**config.mk**
```make
export PLATFORM = sky130hd
export DESIGN_NAME = mem_access_stage
export DESIGN_NICKNAME = d
export VERILOG_FILES = /design/src/rtl/mem_pkg.sv /design/src/rtl/load_extract.sv /design/src/rtl/mem_access_stage.sv
export SDC_FILE = /design/constraint.sdc
export NUM_CORES = 1
export LEC_CHECK = 0
export BUFFER_PORTS_ARGS = -buffer_cell sky130_fd_sc_hd__buf_2
export CORE_AREA = 2 2 126 128
export DETAILED_ROUTE_END_ITERATION = 10
export DIE_AREA = 0 0 128 130
export GPL_ROUTABILITY_DRIVEN = 1
export PLACE_DENSITY = 0.73
export SETUP_SLACK_MARGIN = 0.1
export SLEW_MARGIN = 25
export SYNTH_ARGS = -nofsm -noshare
export SYNTH_HDL_FRONTEND = slang
export SYNTH_SLANG_ARGS = --single-unit
```
**constraint.sdc**
```tcl
create_clock -name clk -period 3.9 [get_ports clk]
set_clock_uncertainty 0.15 [all_clocks]
set_input_delay 0.195 -clock clk [delete_from_list [all_inputs] [get_ports clk]]
set_output_delay 0.195 -clock clk [all_outputs]
set_load 0.01 [all_outputs]
```
**src/rtl/mem_pkg.sv**
```systemverilog
// rtl/mem_pkg.sv - shared types and helpers for the MEM pipeline stage
package mem_pkg;

    typedef enum logic [2:0] {
        F3_LB  = 3'b000,
        F3_LH  = 3'b001,
        F3_LW  = 3'b010,
        F3_LD  = 3'b011,
        F3_LBU = 3'b100,
        F3_LHU = 3'b101,
        F3_LWU = 3'b110
    } load_f3_e;

    typedef enum logic [2:0] {
        F3_SB = 3'b000,
        F3_SH = 3'b001,
        F3_SW = 3'b010,
        F3_SD = 3'b011
    } store_f3_e;

    typedef enum logic [1:0] {
        FAULT_NONE     = 2'b00,
        FAULT_MISALIGN = 2'b01,
        FAULT_TIMEOUT  = 2'b10,
        FAULT_WIDTH    = 2'b11
    } fault_e;

    typedef enum logic [1:0] {
        ST_IDLE      = 2'b00,
        ST_WAIT_GNT  = 2'b01,
        ST_WAIT_RESP = 2'b10
    } state_e;

    // Byte-lane mask for an access size code (funct3[1:0]), before offset shift.
    function automatic logic [7:0] size_mask(input logic [1:0] sz);
        case (sz)
            2'b00:   size_mask = 8'h01;
            2'b01:   size_mask = 8'h03;
            2'b10:   size_mask = 8'h0F;
            default: size_mask = 8'hFF;
        endcase
    endfunction

endpackage

```
**src/rtl/load_extract.sv**
```systemverilog
// rtl/load_extract.sv - shifts load data by byte offset and sign/zero-extends it
module load_extract
    import mem_pkg::*;
#(
    parameter int XLEN = 32
) (
    input  logic [XLEN-1:0]             rdata,
    input  logic [$clog2(XLEN/8)-1:0]   offset,
    input  logic [2:0]                  funct3,
    output logic [XLEN-1:0]             ext_data
);

    logic [XLEN-1:0] shifted;
    logic [XLEN-1:0] keep;
    logic            msb;

    // Bring the addressed bytes to lane 0, keep the access size, extend the top bit.
    always_comb begin
        shifted = rdata >> {offset, 3'b000};
        keep    = '1;
        msb     = shifted[XLEN-1];
        case (funct3[1:0])
            2'b00: begin keep = XLEN'(8'hFF);         msb = shifted[7];  end
            2'b01: begin keep = XLEN'(16'hFFFF);      msb = shifted[15]; end
            2'b10: begin keep = XLEN'(32'hFFFF_FFFF); msb = shifted[31]; end
            default: ;
        endcase
        ext_data = (shifted & keep) | ((!funct3[2] && msb) ? ~keep : '0);
    end

endmodule

```
**src/rtl/mem_access_stage.sv**
```systemverilog
// rtl/mem_access_stage.sv - MEM stage with stalling req/gnt/rvalid data-memory port
module mem_access_stage
    import mem_pkg::*;
#(
    parameter int XLEN    = 32,
    parameter int TIMEOUT = 255
) (
    input  logic              clk,
    input  logic              rst,
    input  logic              ex_valid,
    input  logic              ex_mem_read,
    input  logic              ex_mem_write,
    input  logic              ex_mem_to_reg,
    input  logic              ex_reg_write,
    input  logic              ex_rd_src,
    input  logic [XLEN-1:0]   ex_pc_to_reg,
    input  logic [XLEN-1:0]   ex_alu_out,
    input  logic [XLEN-1:0]   ex_rs2_data,
    input  logic [4:0]        ex_rd_addr,
    input  logic [2:0]        ex_funct3,
    output logic              mem_stall,
    output logic              dm_req,
    output logic [XLEN/8-1:0] dm_we,
    output logic [XLEN-1:0]   dm_addr,
    output logic [XLEN-1:0]   dm_wdata,
    input  logic              dm_gnt,
    input  logic              dm_rvalid,
    input  logic [XLEN-1:0]   dm_rdata,
    output logic              wb_valid,
    output logic              wb_mem_to_reg,
    output logic              wb_reg_write,
    output logic [XLEN-1:0]   wb_rd_data,
    output logic [XLEN-1:0]   wb_load_data,
    output logic [4:0]        wb_rd_addr,
    output logic [1:0]        wb_fault,
    output logic [XLEN-1:0]   wb_fault_addr
);

    localparam int NB = XLEN / 8;
    localparam int OW = $clog2(NB);
    localparam int CW = (TIMEOUT < 2) ? 1 : $clog2(TIMEOUT + 1);
    localparam logic [CW-1:0] TO_LAST = CW'(TIMEOUT - 1);

    state_e          state_q, state_d;
    logic [CW-1:0]   cnt_q, cnt_d;
    logic            wb_valid_q, wb_valid_d;
    logic            wb_mem_to_reg_q, wb_mem_to_reg_d;
    logic            wb_reg_write_q, wb_reg_write_d;
    logic [XLEN-1:0] wb_rd_data_q, wb_rd_data_d;
    logic [XLEN-1:0] wb_load_data_q, wb_load_data_d;
    logic [4:0]      wb_rd_addr_q, wb_rd_addr_d;
    fault_e          wb_fault_q, wb_fault_d;
    logic [XLEN-1:0] wb_fault_addr_q, wb_fault_addr_d;

    logic [OW-1:0]   offset;
    logic [3:0]      align_m;
    logic            is_mem, is_store, width_ok, mem_op;
    fault_e          static_fault;
    logic            busy, done, load_done, to_fault, timeout_hit;
    logic [NB-1:0]   we_mask;
    logic [XLEN-1:0] ld_ext;

    assign offset      = ex_alu_out[OW-1:0];
    assign timeout_hit = (TIMEOUT != 0) && (cnt_q == TO_LAST);

    load_extract #(.XLEN(XLEN)) u_load_extract (
        .rdata    (dm_rdata),
        .offset   (offset),
        .funct3   (ex_funct3),
        .ext_data (ld_ext)
    );

    // Width/alignment checks; a store wins when both read and write are set.
    always_comb begin
        is_mem   = ex_valid && (ex_mem_read || ex_mem_write);
        is_store = ex_mem_write;
        align_m  = (4'd1 << ex_funct3[1:0]) - 4'd1;
        if (is_store) begin
            width_ok = !ex_funct3[2] && ((ex_funct3[1:0] != 2'b11) || (XLEN == 64));
        end else begin
            case (ex_funct3)
                F3_LB, F3_LH, F3_LW, F3_LBU, F3_LHU: width_ok = 1'b1;
                F3_LD, F3_LWU:                       width_ok = (XLEN == 64);
                default:                             width_ok = 1'b0;
            endcase
        end
        if (!is_mem)                       static_fault = FAULT_NONE;
        else if (!width_ok)                static_fault = FAULT_WIDTH;
        else if (|(offset & align_m[OW-1:0])) static_fault = FAULT_MISALIGN;
        else                               static_fault = FAULT_NONE;
        mem_op = is_mem && (static_fault == FAULT_NONE);
    end

    // Store lane alignment; outputs follow the EXE/MEM slot, which is frozen while stalled.
    always_comb begin
        we_mask = NB'(size_mask(ex_funct3[1:0]));
        dm_we   = (dm_req && is_store) ? (we_mask << offset) : '0;
        dm_addr = {ex_alu_out[XLEN-1:OW], {OW{1'b0}}};
        for (int i = 0; i < NB; i++) begin
            case (ex_funct3[1:0])
                2'b00:   dm_wdata[8*i +: 8] = ex_rs2_data[7:0];
                2'b01:   dm_wdata[8*i +: 8] = ex_rs2_data[8*(i%2) +: 8];
                2'b10:   dm_wdata[8*i +: 8] = ex_rs2_data[8*(i%4) +: 8];
                default: dm_wdata[8*i +: 8] = ex_rs2_data[8*i +: 8];
            endcase
        end
    end

    // Handshake FSM: issue in IDLE, hold request until grant, then wait for load data.
    always_comb begin
        state_d   = state_q;
        cnt_d     = cnt_q;
        dm_req    = 1'b0;
        busy      = 1'b0;
        done      = 1'b0;
        load_done = 1'b0;
        to_fault  = 1'b0;
        case (state_q)
            ST_IDLE: begin
                if (mem_op) begin
                    busy   = 1'b1;
                    dm_req = 1'b1;
                    cnt_d  = '0;
                    if (dm_gnt && is_store) done = 1'b1;
                    else if (dm_gnt)        state_d = ST_WAIT_RESP;
                    else                    state_d = ST_WAIT_GNT;
                end
            end
            ST_WAIT_GNT: begin
                busy   = 1'b1;
                dm_req = 1'b1;
                if (dm_gnt && is_store) begin
                    done    = 1'b1;
                    state_d = ST_IDLE;
                end else if (dm_gnt) begin
                    state_d = ST_WAIT_RESP;
                    cnt_d   = '0;
                end else if (timeout_hit) begin
                    done     = 1'b1;
                    to_fault = 1'b1;
                    state_d  = ST_IDLE;
                end else begin
                    cnt_d = cnt_q + CW'(1);
                end
            end
            ST_WAIT_RESP: begin
                busy = 1'b1;
                if (dm_rvalid) begin
                    done      = 1'b1;
                    load_done = 1'b1;
                    state_d   = ST_IDLE;
                end else if (timeout_hit) begin
                    done     = 1'b1;
                    to_fault = 1'b1;
                    state_d  = ST_IDLE;
                end else begin
                    cnt_d = cnt_q + CW'(1);
                end
            end
            default: state_d = ST_IDLE;
        endcase
        if (rst) dm_req = 1'b0;
        mem_stall = !rst && busy && !done;
    end

    // Next MEM/WB contents; the register simply holds while the stage stalls.
    always_comb begin
        wb_valid_d      = wb_valid_q;
        wb_mem_to_reg_d = wb_mem_to_reg_q;
        wb_reg_write_d  = wb_reg_write_q;
        wb_rd_data_d    = wb_rd_data_q;
        wb_load_data_d  = wb_load_data_q;
        wb_rd_addr_d    = wb_rd_addr_q;
        wb_fault_d      = wb_fault_q;
        wb_fault_addr_d = wb_fault_addr_q;
        if (!mem_stall) begin
            wb_fault_d      = to_fault ? FAULT_TIMEOUT : static_fault;
            wb_valid_d      = ex_valid;
            wb_mem_to_reg_d = ex_mem_to_reg;
            wb_reg_write_d  = ex_reg_write && (wb_fault_d == FAULT_NONE);
            wb_rd_data_d    = ex_rd_src ? ex_pc_to_reg : ex_alu_out;
            wb_rd_addr_d    = ex_rd_addr;
            wb_fault_addr_d = (wb_fault_d != FAULT_NONE) ? ex_alu_out : '0;
            if (load_done) wb_load_data_d = ld_ext;
        end
    end

    // State and MEM/WB registers with synchronous reset.
    always_ff @(posedge clk) begin
        if (rst) begin
            state_q         <= ST_IDLE;
            cnt_q           <= '0;
            wb_valid_q      <= 1'b0;
            wb_mem_to_reg_q <= 1'b0;
            wb_reg_write_q  <= 1'b0;
            wb_rd_data_q    <= '0;
            wb_load_data_q  <= '0;
            wb_rd_addr_q    <= '0;
            wb_fault_q      <= FAULT_NONE;
            wb_fault_addr_q <= '0;
        end else begin
            state_q         <= state_d;
            cnt_q           <= cnt_d;
            wb_valid_q      <= wb_valid_d;
            wb_mem_to_reg_q <= wb_mem_to_reg_d;
            wb_reg_write_q  <= wb_reg_write_d;
            wb_rd_data_q    <= wb_rd_data_d;
            wb_load_data_q  <= wb_load_data_d;
            wb_rd_addr_q    <= wb_rd_addr_d;
            wb_fault_q      <= wb_fault_d;
            wb_fault_addr_q <= wb_fault_addr_d;
        end
    end

    assign wb_valid      = wb_valid_q;
    assign wb_mem_to_reg = wb_mem_to_reg_q;
    assign wb_reg_write  = wb_reg_write_q;
    assign wb_rd_data    = wb_rd_data_q;
    assign wb_load_data  = wb_load_data_q;
    assign wb_rd_addr    = wb_rd_addr_q;
    assign wb_fault      = wb_fault_q;
    assign wb_fault_addr = wb_fault_addr_q;

endmodule

```
Word level (Yosys, flattened, before mapping)
Index checks and enable logic that the tools add are counted.
{"block": "totals", "reg_bits": 116, "output_inout_bits": 176, "wordCells": 107}
{"block": "op_classes", "add_sub_neg": 2, "eq_ne": 14, "shift": 3, "muxes": 46, "n_bitwise": 5, "n_reduce_logical": 27}
{"op": "two-way mux 32 bit", "n": 3}
{"op": "one-hot mux 32 bit (2 select lines)", "n": 1}
{"op": "two-way mux 8 bit", "n": 7}
{"op": "bitwise AND 32 bit", "n": 1}
{"op": "NOT 32 bit", "n": 1}
{"op": "OR 32 bit", "n": 1}
{"op": "right shift 32 x 5 -> 32 bit", "n": 1}
{"op": "one-hot mux 8 bit (3 select lines)", "n": 1}
{"op": "two-way mux 2 bit", "n": 10}
{"op": "one-hot mux 8 bit (2 select lines)", "n": 1}
{"op": "two-way mux 1 bit", "n": 15}
{"op": "one-hot mux 4 bit (3 select lines)", "n": 1}
{"op": "inequality test 2 bit (second input constant)", "n": 5}
{"op": "logical AND 1 bit", "n": 9}
{"op": "adder 8 x 1 -> 8 bit (second input constant)", "n": 1}
{"op": "equality test 8 bit (second input constant)", "n": 1}
{"op": "logical NOT 2 bit", "n": 4}
{"op": "one-hot mux 1 bit (2 select lines)", "n": 4}
{"op": "equality test 3 bit (second input constant)", "n": 2}
{"op": "one-hot mux 2 bit (3 select lines)", "n": 1}
{"op": "OR reduction 2 bit", "n": 3}
{"op": "OR reduction 5 bit", "n": 1}
{"op": "equality test 2 x 1 -> 1 bit (second input constant)", "n": 2}
{"op": "equality test 2 bit (second input constant)", "n": 2}
{"op": "16 further kinds", "n": 19}

Longest topological paths before layout
Gate-level depths: netlist (run 1).
{"block": "depth", "depth_word": 15, "depth_mapped": 9, "ltp_nobuf": 7}

By module
Synthesis (run 1) repeated with hierarchy kept, for this count alone.
{"block": "unflattened", "cells_unflattened": 787, "hier_area_um2": 6844.1}
{"mod": "mem_access_stage", "n_inst": 1, "cells_each": 663, "area_per_inst_um2": 5919.4}
{"mod": "load_extract", "n_inst": 1, "cells_each": 124, "area_per_inst_um2": 924.6}

Worst setup path after synthesis (run 1)
OpenSTA, ideal clock, no wires.
{"block": "synth_path", "path_kind": "input-to-reg", "start": "input port ex_alu_out[1]", "end": "register wb_fault_q[0] (netlist: wb_fault[0])", "setup_ns": 0.123, "t_arrival_ns": 1.936, "required_time_ns": 3.627, "setup_slack_ns": 1.691, "stages": 7, "n_path_buf": 2, "path_cell_list": "buf_2 > or4_4 > a21boi_4 > mux2i_2 > nor2_4 > buf_6 > mux2_1"}
{"block": "synth_via", "elab_chain_len": 11, "word_cells_on_any_way": 15, "classes_between": "mux (8); bitwise (1); reduce/logical (6)"}
{"item": "from (decl)", "line_no": "mem_access_stage.sv:17", "text": "input logic [XLEN-1:0] ex_alu_out,"}
{"item": "bitwise AND 2 bit (*)", "line_no": "mem_access_stage.sv:89", "text": "else if (|(offset & align_m[OW-1:0])) static_fault = FAULT_MISALIGN;"}
{"item": "OR reduction 2 bit (*)", "line_no": "mem_access_stage.sv:89"}
{"item": "two-way mux 1 bit (*)", "line_no": "mem_access_stage.sv:89"}
{"item": "two-way mux 2 bit (*)", "line_no": "mem_access_stage.sv:88", "text": "else if (!width_ok) static_fault = FAULT_WIDTH;"}
{"item": "two-way mux 2 bit (*)", "line_no": "mem_access_stage.sv:87", "text": "if (!is_mem) static_fault = FAULT_NONE;"}
{"item": "logical NOT 2 bit", "line_no": "mem_access_stage.sv:91", "text": "mem_op = is_mem && (static_fault == FAULT_NONE);"}
{"item": "logical AND 1 bit", "line_no": "mem_access_stage.sv:91"}
{"item": "two-way mux 1 bit", "line_no": "mem_access_stage.sv:120", "text": "if (mem_op) begin"}
{"item": "one-hot mux 1 bit (3 select lines) / one-hot mux 1 bit (2 select lines) (equally long branches)", "line_no": "mem_access_stage.sv:118", "text": "case (state_q)"}
{"item": "logical NOT 1 bit / logical AND 1 bit (equally long branches)", "line_no": "mem_access_stage.sv:163", "text": "mem_stall = !rst && busy && !done;"}
{"item": "logical AND 1 bit", "line_no": "mem_access_stage.sv:163"}
{"item": "to (signal assigned)", "line_no": "mem_access_stage.sv:210", "text": "wb_fault_q <= wb_fault_d;"}
{"item": "to (decl)", "line_no": "mem_access_stage.sv:52", "text": "fault_e wb_fault_q, wb_fault_d;"}
Every way passes the cells marked *; elsewhere a longest branch is shown, timed or not.
A chain may end at the register's enable or synchronous reset.

Worst setup path after layout (run 1)
{"block": "layout_path", "start": "register state_q[0]", "end": "output port mem_stall"}
{"block": "layout_via", "elab_chain_len": 5, "word_cells_on_any_way": 9, "classes_between": "eq/ne (2); mux (2); reduce/logical (5)"}
{"item": "from (decl)", "line_no": "mem_access_stage.sv:44", "text": "state_e state_q, state_d;"}
{"item": "from (signal assigned)", "line_no": "mem_access_stage.sv:202", "text": "state_q <= state_d;"}
{"item": "equality test 2 bit / equality test 2 x 1 -> 1 bit (equally long branches)", "line_no": "mem_access_stage.sv:118"}
{"item": "OR reduction 2 bit (no source line)"}
{"item": "one-hot mux 1 bit (2 select lines)", "line_no": "mem_access_stage.sv:118"}
{"item": "logical AND 1 bit", "line_no": "mem_access_stage.sv:163"}
{"item": "logical AND 1 bit (*)", "line_no": "mem_access_stage.sv:163"}
{"item": "to (decl)", "line_no": "mem_access_stage.sv:21", "text": "output logic mem_stall,"}
Marks and branches as above.

==> metrics.md, run 1 <==
| Metric | Value |
|---|---|
| Area contributors post-synth | dfxtp_1 37%, mux2i_1 8.0%, buf_4 5.9% |
| Post-synth top area share | 37.2% |
| Max Clk Rate | 290 MHz |
| Post-Route WL | 22700 um |
| Worst path arrival time | 3.11 ns |
| Multiplexer share of the synthesized area | 11.7% |
| Height of the die | 130 um |
| Starting density of the core | 40.4% |
| Post CTS Setup Buffer Count | 0 |
| Critical Path Sink Type | output pin |
| Gpl congestion | 0.856 |
| Worst Reg-to-Reg Cells | 9 |
| Most frequent cells after synthesis | 116 x dfxtp_1, 96 x nand2_1, 61 x o21ai_0 |
| IO Count | 322 |
| Fin. Hold Viols | 0 |
| Pin count of the biggest net entering global routing | 74 |
| Die X | 128 um |
| Share of cells above drive strength 1 | 36.9% |
| Final setup vio count | 0 |
| Hold WC Path Type | input pin to flop |
| Startpoint Class | flop |
| Number of max-cap violations | 0 |
| WHS | 0.0142 ns |
| DR WL/cell | 17.8 um |
| PwrDens | 410 mW/mm^2 |
| Peak fanout along the critical path | 52 |
| Max clock buf depth | 2 |
| DRC | 0 |
| Worst IR Drop VDD | 0.284 mV |
| H-Tree Depth | 4 |
| Register clock-pin slew on the reported worst setup and hold paths | 0.06 ns |
| Cells after synthesis | 750 |
| Setup TNS | 0 ns |
| Pre-CTS setup slack | 0.889 ns |
| Die area | 0.0166 mm^2 |
| Number of flops mapped to enable cells by yosys | 0 |
| Clock sink count | 116 |
| Via-to-Cell Ratio | 5.45 |
| Ys flop type | dfxtp_1 |
| PnR worst setup slack | 0.448 ns |
| Lkg Pwr | 0.00418 uW |
| Post-synthesis xor/xnor area fraction | 0% |
| Initial drt markers | 351 |
| TritonCTS clock tree | built |
| Placed cell area | 0.00757 mm^2 |
| Diode count | 0 |
| Hold path cells | 3 |
| Status | finished, final reports clean |
| Skew-Pair Late Insertion Delay | 0.41 ns |
| Antenna Violating Nets Remaining | 0 |
| DP HPWL | 15300 um |
| Post-synthesis adder-cell area fraction | 1.40% |
| Mean post-synth cell area | 8.31 um^2 |
| Critical path class | flop to output pin |
| Synth unique cells | 54 |
| Nets | 1226 |
| Total placed cells including tap cells | 1168 |
| Cts-stage hold buffer count | 77 |
| Cell with the most instances after synthesis | dfxtp_1 |
| RSZ-0062 raised after global routing | false |
| I/O Buffers | 319 |
| Worst rel slew slack | 32.2% |
| Site Rows | 46 |
| Synthesized cell area | 0.00623 mm^2 |
| Final instance area | 0.00896 mm^2 |
| Vias in the first global route | 6506 |
| Main combinational cell family by area after synthesis | compound AO/OA/AOI/OAI gates |
| Core area | 0.0154 mm^2 |
| Root Driver | clkbuf_16 |
| Synth Area in Compound Gates | 20.6% |
| First-pass GRT wire length | 33300 um |
| Async set or reset register ratio after synthesis | 0% |
| Grt total ovfl | 0 |
| Req. time, crit path | 3.56 ns |
| Vias | 6964 |
| YS warnings | 0 |
| Drt pass-1 iters | 5 |
| Area Overhead vs Synth | 43.8% |
| Actual slew at the worst max-slew pin | 1.01 ns |
| GRT Total Usage | 25.8% |
| Fill cells | 1371 |
| Seq/Total Area, Yosys | 37.2% |
| Synth area leader | dfxtp_1 |
| Inserted Clock Buffers | 17 |
| Initial antenna violation count | 0 |
| Count of pins over their slew limit | 0 |
| Simple-Gate Fraction of Synth Area | 18.5% |
| Cts repair resizes | 0 |
| Tmin final | 3.45 ns |
| Yosys reg bits | 116 |
| Final non-filler cell total | 1278 |
| Period utilization | 88.5% |
==> through the flow <==
stage | utilization [%] | power (uW)
2_1_floorplan | - | 1750
3_3_place_gp | 49.1 | 1990
3_5_place_dp | 49.1 | 2000
4_1_cts | 58.1 | 3700
5_1_grt | 58.1 | 3830
6_report | 58.1 | 3680
==> worst max-delay path, cell delays in order, from the launching register on <==
cell and delay, ns:
dfxtp_1 0.39, inv_1 0.10, ha_1 0.25, nand2_1 0.07
buf_4 0.21, and2_1 0.19, o211ai_2 0.19, nor2_4 0.45
buf_4 0.56, buf_2 0.24
==> routing by layer <==
| metal | global-route usage, % | vias to the layer above | part of all wire (%) |
|---|---|---|---|
| met5 | 0 | - | 0 |
| met3 | 6.03 | 47 | 7.2 |
| met2 | 47.7 | 358 | 51 |
| met4 | 11.1 | 0 | 3.2 |
| met1 | 28.3 | 3241 | 38 |
| li1 | - | 3318 | - |
==> area by class of cell <==
type	instances	area, um^2	share of cell area (%)
multi-input combinational	521	3270	36.5
timing repair buffer	410	2490	27.7
sequential	116	2320	25.9
clock buffer	20	467	5.21
tap	192	240	2.68
clock inverter	12	151	1.69
inverter	7	26.3	0.293
==> kinds of logic (layout without fill, tap and decap cells) <==
logic type | Yosys count | in the layout
and+or+nand+nor | 242 | 242
AOI/OAI and AO/OA | 200 | 200
DFF | 116 | 116
buffers and inverters | 114 | 449
muxes | 70 | 70
adders and majority gates | 7 | 7
other | 1 | 2
==> cell usage in the layout, fill, tap and decap left out, types with 3 or more instances in the layout <==
| cell type | count |
|---|---|
| a311oi_1 | 3 |
| ha_1 | 7 |
| nor2b_1 | 10 |
| nand4_1 | 35 |
| dfxtp_1 | 116 |
| clkbuf_8 | 3 |
| o21ai_1 | 5 |
| nand3_1 | 45 |
| o21ai_0 | 61 |
| buf_2 | 319 |
| bufinv_16 | 3 |
| a211oi_1 | 20 |
| and2_1 | 4 |
| nor3_1 | 12 |
| o31ai_1 | 36 |
| clkinv_2 | 4 |
| a31oi_1 | 3 |
| mux2i_1 | 50 |
| and3_1 | 3 |
| mux2_2 | 18 |
| dlygate4sd3_1 | 78 |
| nand2_1 | 96 |
| nor2_1 | 28 |
| inv_1 | 6 |
| o21ai_2 | 9 |
| a21oi_1 | 42 |
| buf_4 | 12 |
| clkbuf_16 | 17 |
==> final timing paths <==
kind / slack (ns) / startpoint / endpoint
max: 0.45 / state_q[0] / mem_stall
min: 0.01 / ex_pc_to_reg[3] / wb_rd_data[3]
max reg2reg: 0.96 / state_q[0] / wb_fault_addr[23]
min reg2reg: 0.31 / wb_fault_addr[0] / wb_fault_addr[0]
==> power breakdown <==
part	leakage, uW	switching [uW]	internal [uW]
logic	0.00293	430	310
registers	0.000950	43.1	1260
clock network	0.000303	578	1060
total	0.00418	1050	2630
No activity file was read; power rests on OpenSTA's default activity.
==> run 2: changes to the inputs <==
CORE_AREA = 2 2 125 127   (was 2 2 126 128)
DIE_AREA = 0 0 127 129   (was 0 0 128 130)
PLACE_DENSITY = 0.74   (was 0.73)
==> run 2 against run 1 <==
Compared with the run above:
- global-route usage shrank 0.24 points
- cell count shrank 0.70%
- sequential cell count is the same
- non-clock buffer count shrank 4
- clock-buffer cell count grew 2
- worst setup slack gained 0.28 ns
- design area is essentially flat
- fmax grew 8.9%
- first-iteration DRC count grew 14%
- utilization grew 1.8 points
- clock power grew 6%
==> metrics.md, run 2 (synthesis gave the netlist of run 1 again) <==
| Metric | Value |
|---|---|
| Status | finished, final reports clean |
| Setup TNS | 0 ns |
| Buf/Inv on CP | 3 |
| Setup slack, reg-to-reg | 0.98 ns |
| Worst IR Drop VDD | 0.344 mV |
| GRT Total Usage | 25.5% |
| Pin count of the biggest net entering global routing | 74 |
| Nets | 1222 |
| Pre-CTS setup slack | 1.11 ns |
| Drt pass-1 iters | 5 |
| Worst Reg-to-Reg Cells | 8 |
| Final core occ | 59.9% |
| P_sw | 1020 uW |
| Worst R2R Start | state_q[0] |
| Peak fanout along the critical path | 68 |
| PwrDens | 421 mW/mm^2 |
| Register clock-pin slew on the reported worst setup and hold paths | 0.05 ns |
| Count of pins over their slew limit | 0 |
| Critical Path Max Stage Delay | 0.48 ns |
| Tmin final | 3.17 ns |
| Slowest cell on the critical path | nand2_1 |
| WHS | 0.0108 ns |
| Fin. Hold Viols | 0 |
| Gate power share | 19.7% |
| Startpoint Class | flop |
| Highest metal used | met4 |
| Height of the die | 129 um |
| Critical path class | flop to output pin |
| Clock sink count | 116 |
| Pint | 2760 uW |
| Commonest non-fill, non-tap cell in the layout | buf_2 |
| Actual slew at the worst max-slew pin | 1.02 ns |
| Met3 wire length | 1560 um |
| Worst path arrival time | 2.83 ns |
| H-Tree Depth | 4 |
| Vias | 6989 |
| Gpl congestion | 0.865 |
| Worst rel slew slack | 32.0% |
| Met2 WL | 11200 um |
| Via-to-Cell Ratio | 5.51 |
| Fill cells | 1297 |
| Metal-1 WL | 8580 um |
| Skew-Pair Late Insertion Delay | 0.41 ns |
| Share of cells above drive strength 1 | 36.6% |
| DP HPWL | 14700 um |
| Initial antenna violation count | 0 |
| Req. time, crit path | 3.56 ns |
| Critical Path Sink Type | output pin |
| Worst setup path startpoint | state_q[0] |
| Post-Route WL | 22000 um |
| Post CTS Setup Buffer Count | 0 |
| Hold path endpoint | wb_valid |
| CP delay by family, top | simple AND/OR/NAND/NOR gates |
| RSZ-0062 raised after global routing | false |
| Root Driver | clkbuf_16 |
| Hold path cells | 3 |
| First-pass GRT wire length | 33000 um |
| Max Clk Rate | 315 MHz |
| Die X | 127 um |
| Number of max-cap violations | 0 |
| Most frequent cells in the layout | 319 x buf_2, 116 x dfxtp_1, 96 x nand2_1 |
| Core area | 0.0150 mm^2 |
| Starting density of the core | 41.6% |
| Grt total ovfl | 0 |
| DRC | 0 |
| DR WL/cell | 17.4 um |
| Antenna Violating Nets Remaining | 0 |
| Area Overhead vs Synth | 43.8% |
| Period utilization | 81.3% |
| Hold path start | ex_valid |
| Final setup vio count | 0 |
| Power share of the clock group | 45.8% |
| CP cell instances | inv_1 > ha_1 > nand2_1 > and2_1 > o211ai_2 > nor2_4 > buf_12 > buf_2 |
| Site Rows | 45 |
| TritonCTS clock tree | built |
| Switch share | 27.0% |
| Die area | 0.0164 mm^2 |
| PnR worst setup slack | 0.729 ns |
| Initial drt markers | 400 |
| IO Count | 322 |
| Sequential Power Share | 34.5% |
| Diode count | 0 |
| I/O Buffers | 319 |
| Max clock buf depth | 2 |
| Inserted Clock Buffers | 17 |
| RR Endpoint | wb_rd_data[11] |
| Vias in the first global route | 6476 |
| Hold WC Path Type | input pin to flop |
| Lkg Pwr | 0.00418 uW |
## run 2: stage by stage
step / cell area, um^2 / power [uW] / std cells
after global routing: 8970 / 3900 / 1269
after detailed placement: 7560 / 2000 / 1162
after floorplan: 6240 / 1750 / 751
after global placement: 7560 / 2000 / 1162
after CTS: 8970 / 3790 / 1269
final: 8970 / 3780 / 1269
## run 2: area by class of cell
| cell class | instances | area [um^2] | share of cell area [%] |
|---|---|---|---|
| Multi-Input combinational cell | 521 | 3270 | 36.5 |
| Timing Repair Buffer | 406 | 2460 | 27.5 |
| Sequential cell | 116 | 2320 | 25.9 |
| Clock buffer | 22 | 474 | 5.29 |
| Tap cell | 188 | 235 | 2.62 |
| Clock inverter | 9 | 174 | 1.94 |
| Inverter | 7 | 26.3 | 0.293 |
## run 2: worst max-delay path by stage
stage	endpoint	slack (ns)	cells past startpoint
after floorplan	wb_fault[0]	1.69	7
after global placement	wb_rd_addr[1]	1.17	8
after detailed placement	wb_fault[0]	1.11	8
after CTS	mem_stall	0.74	8
after global routing	mem_stall	0.50	8
final	mem_stall	0.73	8
## run 2: worst register-to-register path, delay by kind of cell (launching register included)
family / cells / cell delay [ns]
buffers and inverters: 2 / 0.69
adders and majority gates: 1 / 0.26
AOI/OAI and AO/OA: 2 / 0.33
DFF: 1 / 0.39
and+or+nand+nor: 3 / 0.98
## run 2: per-layer routing
layer | global-route usage [%] | up-vias
met1 | 28.2 | 3282
met4 | 11.7 | 0
met5 | 0 | -
met3 | 5.65 | 51
li1 | - | 3299
met2 | 46.8 | 357
## run 2: timing repair
item / in CTS / in global routing
hold buffers: 76 / 0
resized for setup: 0 / 0
endpoints found under the hold margin: 76 / 0
## run 2: power groups by stage
stage                     Clock [uW]  Combinational [uW]  Sequential, uW
after floorplan                    0                 391            1360
after global placement             0                 675            1320
after detailed placement           0                 677            1330
after CTS                       1750                 738            1300
after global routing            1790                 801            1310
final                           1730                 744            1300
==> run 3: changes to the inputs <==
ABC_AREA = 1   (was default)
CORE_AREA = default   (was 2 2 125 127)
CORE_MARGIN = 2   (was default)
CORE_UTILIZATION = 45   (was default)
DIE_AREA = default   (was 0 0 127 129)
PLACE_DENSITY = 0.77   (was 0.74)
clock period = 3.06 ns   (was 3.9 ns; I/O delays follow)
==> run 3 against run 2 <==
Compared with the run above:
- synthesized cell count is 51% higher
- largest cell class unchanged
- non-clock buffer count is 15 higher
- combinational power is 120% higher
- clock-buffer cell count is 3 lower
==> metrics.md, run 3 <==
| Metric | Value |
|---|---|
| Pint | 3820 uW |
| Cell with the most instances after synthesis | nand2_1 |
| CP cell instances | inv_1 > ha_1 > inv_1 > nor2_1 > nor2_1 > nand2_1 > inv_2 > nand2_2 > a21oi_4 > buf_4 > buf_2 |
| Setup TNS | 0 ns |
| Clock sink count | 116 |
| Initial antenna violation count | 0 |
| Worst rel slew slack | 44.0% |
| First-pass GRT wire length | 37300 um |
| Status | finished, final reports clean |
| Mean post-synth cell area | 6.19 um^2 |
| Most frequent cells in the layout | 319 x buf_2, 281 x nand2_1, 261 x nor2_1 |
| Share of cells above drive strength 1 | 26.1% |
| Peak fanout along the critical path | 18 |
| Register area | 0.00232 mm^2 |
| DP HPWL | 16000 um |
| Fin. Hold Viols | 0 |
| Critical Path Max Stage Delay | 0.44 ns |
| Synth Area in Compound Gates | 8.94% |
| Die X | 129 um |
| Antenna Violating Nets Remaining | 0 |
| Synth unique cells | 31 |
| Count of pins over their slew limit | 0 |
| Final non-filler cell total | 1665 |
| YS warnings | 0 |
| Buf/Inv on CP | 5 |
| GRT Total Usage | 28.2% |
| Multiplexer share of the synthesized area | 0% |
| WHS | 0.0225 ns |
| Req. time, crit path | 2.76 ns |
| P_sw | 1820 uW |
| Synth area leader | dfxtp_1 |
| Metal-1 WL | 9500 um |
| Site Rows | 45 |
| H-Tree Depth | 4 |
| Slowest cell on the critical path | dfxtp_1 |
| Inserted Clock Buffers | 17 |
| Critical Path Sink Type | output pin |
| Height of the die | 129 um |
| Period utilization | 83.1% |
| Worst IR Drop VDD | 0.406 mV |
| Tmin final | 2.54 ns |
| Switch share | 32.3% |
| Simple-Gate Fraction of Synth Area | 42.7% |
| Number of max-cap violations | 0 |
| Post-synthesis adder-cell area fraction | 1.25% |
| Register clock-pin slew on the reported worst setup and hold paths | 0.06 ns |
| Vias | 8381 |
| Met2 WL | 12000 um |
| Drt pass-1 iters | 5 |
| Synthesized cell area | 0.00701 mm^2 |
| Total placed cells including tap cells | 1548 |
| RSZ-0062 raised after global routing | false |
| Gpl congestion | 0.892 |
| TritonCTS clock tree | built |
| Skew-Pair Late Insertion Delay | 0.41 ns |
| Diode count | 0 |
| Max Clk Rate | 393 MHz |
| Seq/Total Area, Yosys | 33.1% |
| Fill cells | 1332 |
| Highest metal used | met4 |
| Nets | 1617 |
| Commonest non-fill, non-tap cell in the layout | buf_2 |
| Actual slew at the worst max-slew pin | 0.840 ns |
| Most frequent cells after synthesis | 282 x nand2_1, 262 x nor2_1, 116 x dfxtp_1 |
| Core area | 0.0152 mm^2 |
| Starting density of the core | 46.1% |
| Root Driver | clkbuf_16 |
| Ys flop type | dfxtp_1 |
| Hold WC Path Type | input pin to flop |
| Main combinational cell family by area after synthesis | simple AND/OR/NAND/NOR gates |
| Max clock buf depth | 2 |
| Critical path class | flop to output pin |
| Area contributors post-synth | dfxtp_1 33%, nand2_1 15%, nor2_1 14% |
| Post-Route WL | 24000 um |
| Final setup vio count | 0 |
| Cells after synthesis | 1133 |
| IO Count | 322 |
| Vias in the first global route | 7744 |
| Worst path arrival time | 2.24 ns |
| Gate power share | 29.4% |
| Grt total ovfl | 0 |
| Post-synth top area share | 33.1% |
| Async set or reset register ratio after synthesis | 0% |
| Sequential Power Share | 32.0% |
| Startpoint Class | flop |
| Multi-input logic area | 0.00373 mm^2 |
| Yosys reg bits | 116 |
| DR WL/cell | 14.4 um |
| Power share of the clock group | 38.6% |
| Area Overhead vs Synth | 40.9% |
| Die area | 0.0166 mm^2 |
| Initial drt markers | 499 |
| DRC | 0 |
| Via-to-Cell Ratio | 5.03 |
| I/O Buffers | 319 |
| CP delay by family, top | buffers and inverters |
| Post-synthesis xor/xnor area fraction | 0% |
| Pin count of the biggest net entering global routing | 78 |
| Met3 wire length | 1700 um |
| Lkg Pwr | 0.00525 uW |
| Number of flops mapped to enable cells by yosys | 0 |
| PwrDens | 572 mW/mm^2 |
run 3: changes by cell type in the layout (fill, tap and decap cells not counted), moves of 10 or more:
cell / before / now
nor2_1: 28 / 261
nand2_1: 96 / 281
inv_1: 6 / 87
nand3b_1: 0 / 68
mux2i_1: 50 / 0
o31ai_1: 36 / 0
nand4_1: 35 / 1
nand3_1: 45 / 71
mux2_2: 18 / 0
a211oi_1: 20 / 7
nor2b_1: 10 / 0
nor3_1: 12 / 2
run 3: stage by stage:
stage                     power, uW  setup WS (ns)  utilization (%)  cell area, um^2
after floorplan                2860           1.16                -             7010
after global placement         3360          0.850             55.1             8370
after detailed placement       3380          0.807             55.1             8370
after CTS                      5660          0.491             65.0             9870
after global routing           5960          0.235             65.0             9870
final                          5640          0.516             65.0             9870
run 3: final timing paths:
path                  start  cells past startpoint  slack (ns)        endpoint
max              state_q[1]                     11        0.52       mem_stall
min          ex_alu_out[11]                      5        0.02  wb_rd_data[11]
max reg2reg      state_q[1]                      8        0.81  wb_rd_data[22]
min reg2reg        cnt_q[6]                      2        0.33        cnt_q[6]
run 3: logic make-up (layout without fill, tap and decap cells):
logic type,after synthesis,count (layout)
and+or+nand+nor,695,695
buffers and inverters,204,547
adders and majority gates,7,7
other,1,2
DFF,116,116
AOI/OAI and AO/OA,110,110
run 3: worst min-delay path, cell delays in order:
cell and delay [ns]:
buf_2 0.10, inv_1 0.07, o21ai_0 0.08, nor2_1 0.10, nor2_1 0.05
run 3: routing by layer:
layer / up-vias / track usage [%]
met5: - / 0
met4: 0 / 14.1
met3: 71 / 6.65
met2: 420 / 50.4
met1: 3714 / 31.5
li1: 4176 / -
run 3: what timing repair did:
item                                   CTS  global route
buffers inserted                         0             0
hold buffers                            85             0
endpoints found under the hold margin   74             0
gates resized for setup                  0             0
run 3: power by group through the flow:
stage               Sequential [uW]  Clock (uW)  Combinational [uW]
finish                         1810        2180                1660
global route                   1830        2290                1840
CTS                            1810        2220                1640
detailed placement             1840           0                1540
global placement               1830           0                1530
floorplan                      1910           0                 952
run 3: area by class of cell:
cell class / count / share of cell area [%]
clock buffer: 19 / 4.49
timing repair buffer: 421 / 26.2
tap: 188 / 2.38
inverter: 94 / 3.59
clock inverter: 13 / 2.09
sequential: 116 / 23.5
multi-input combinational: 814 / 37.7
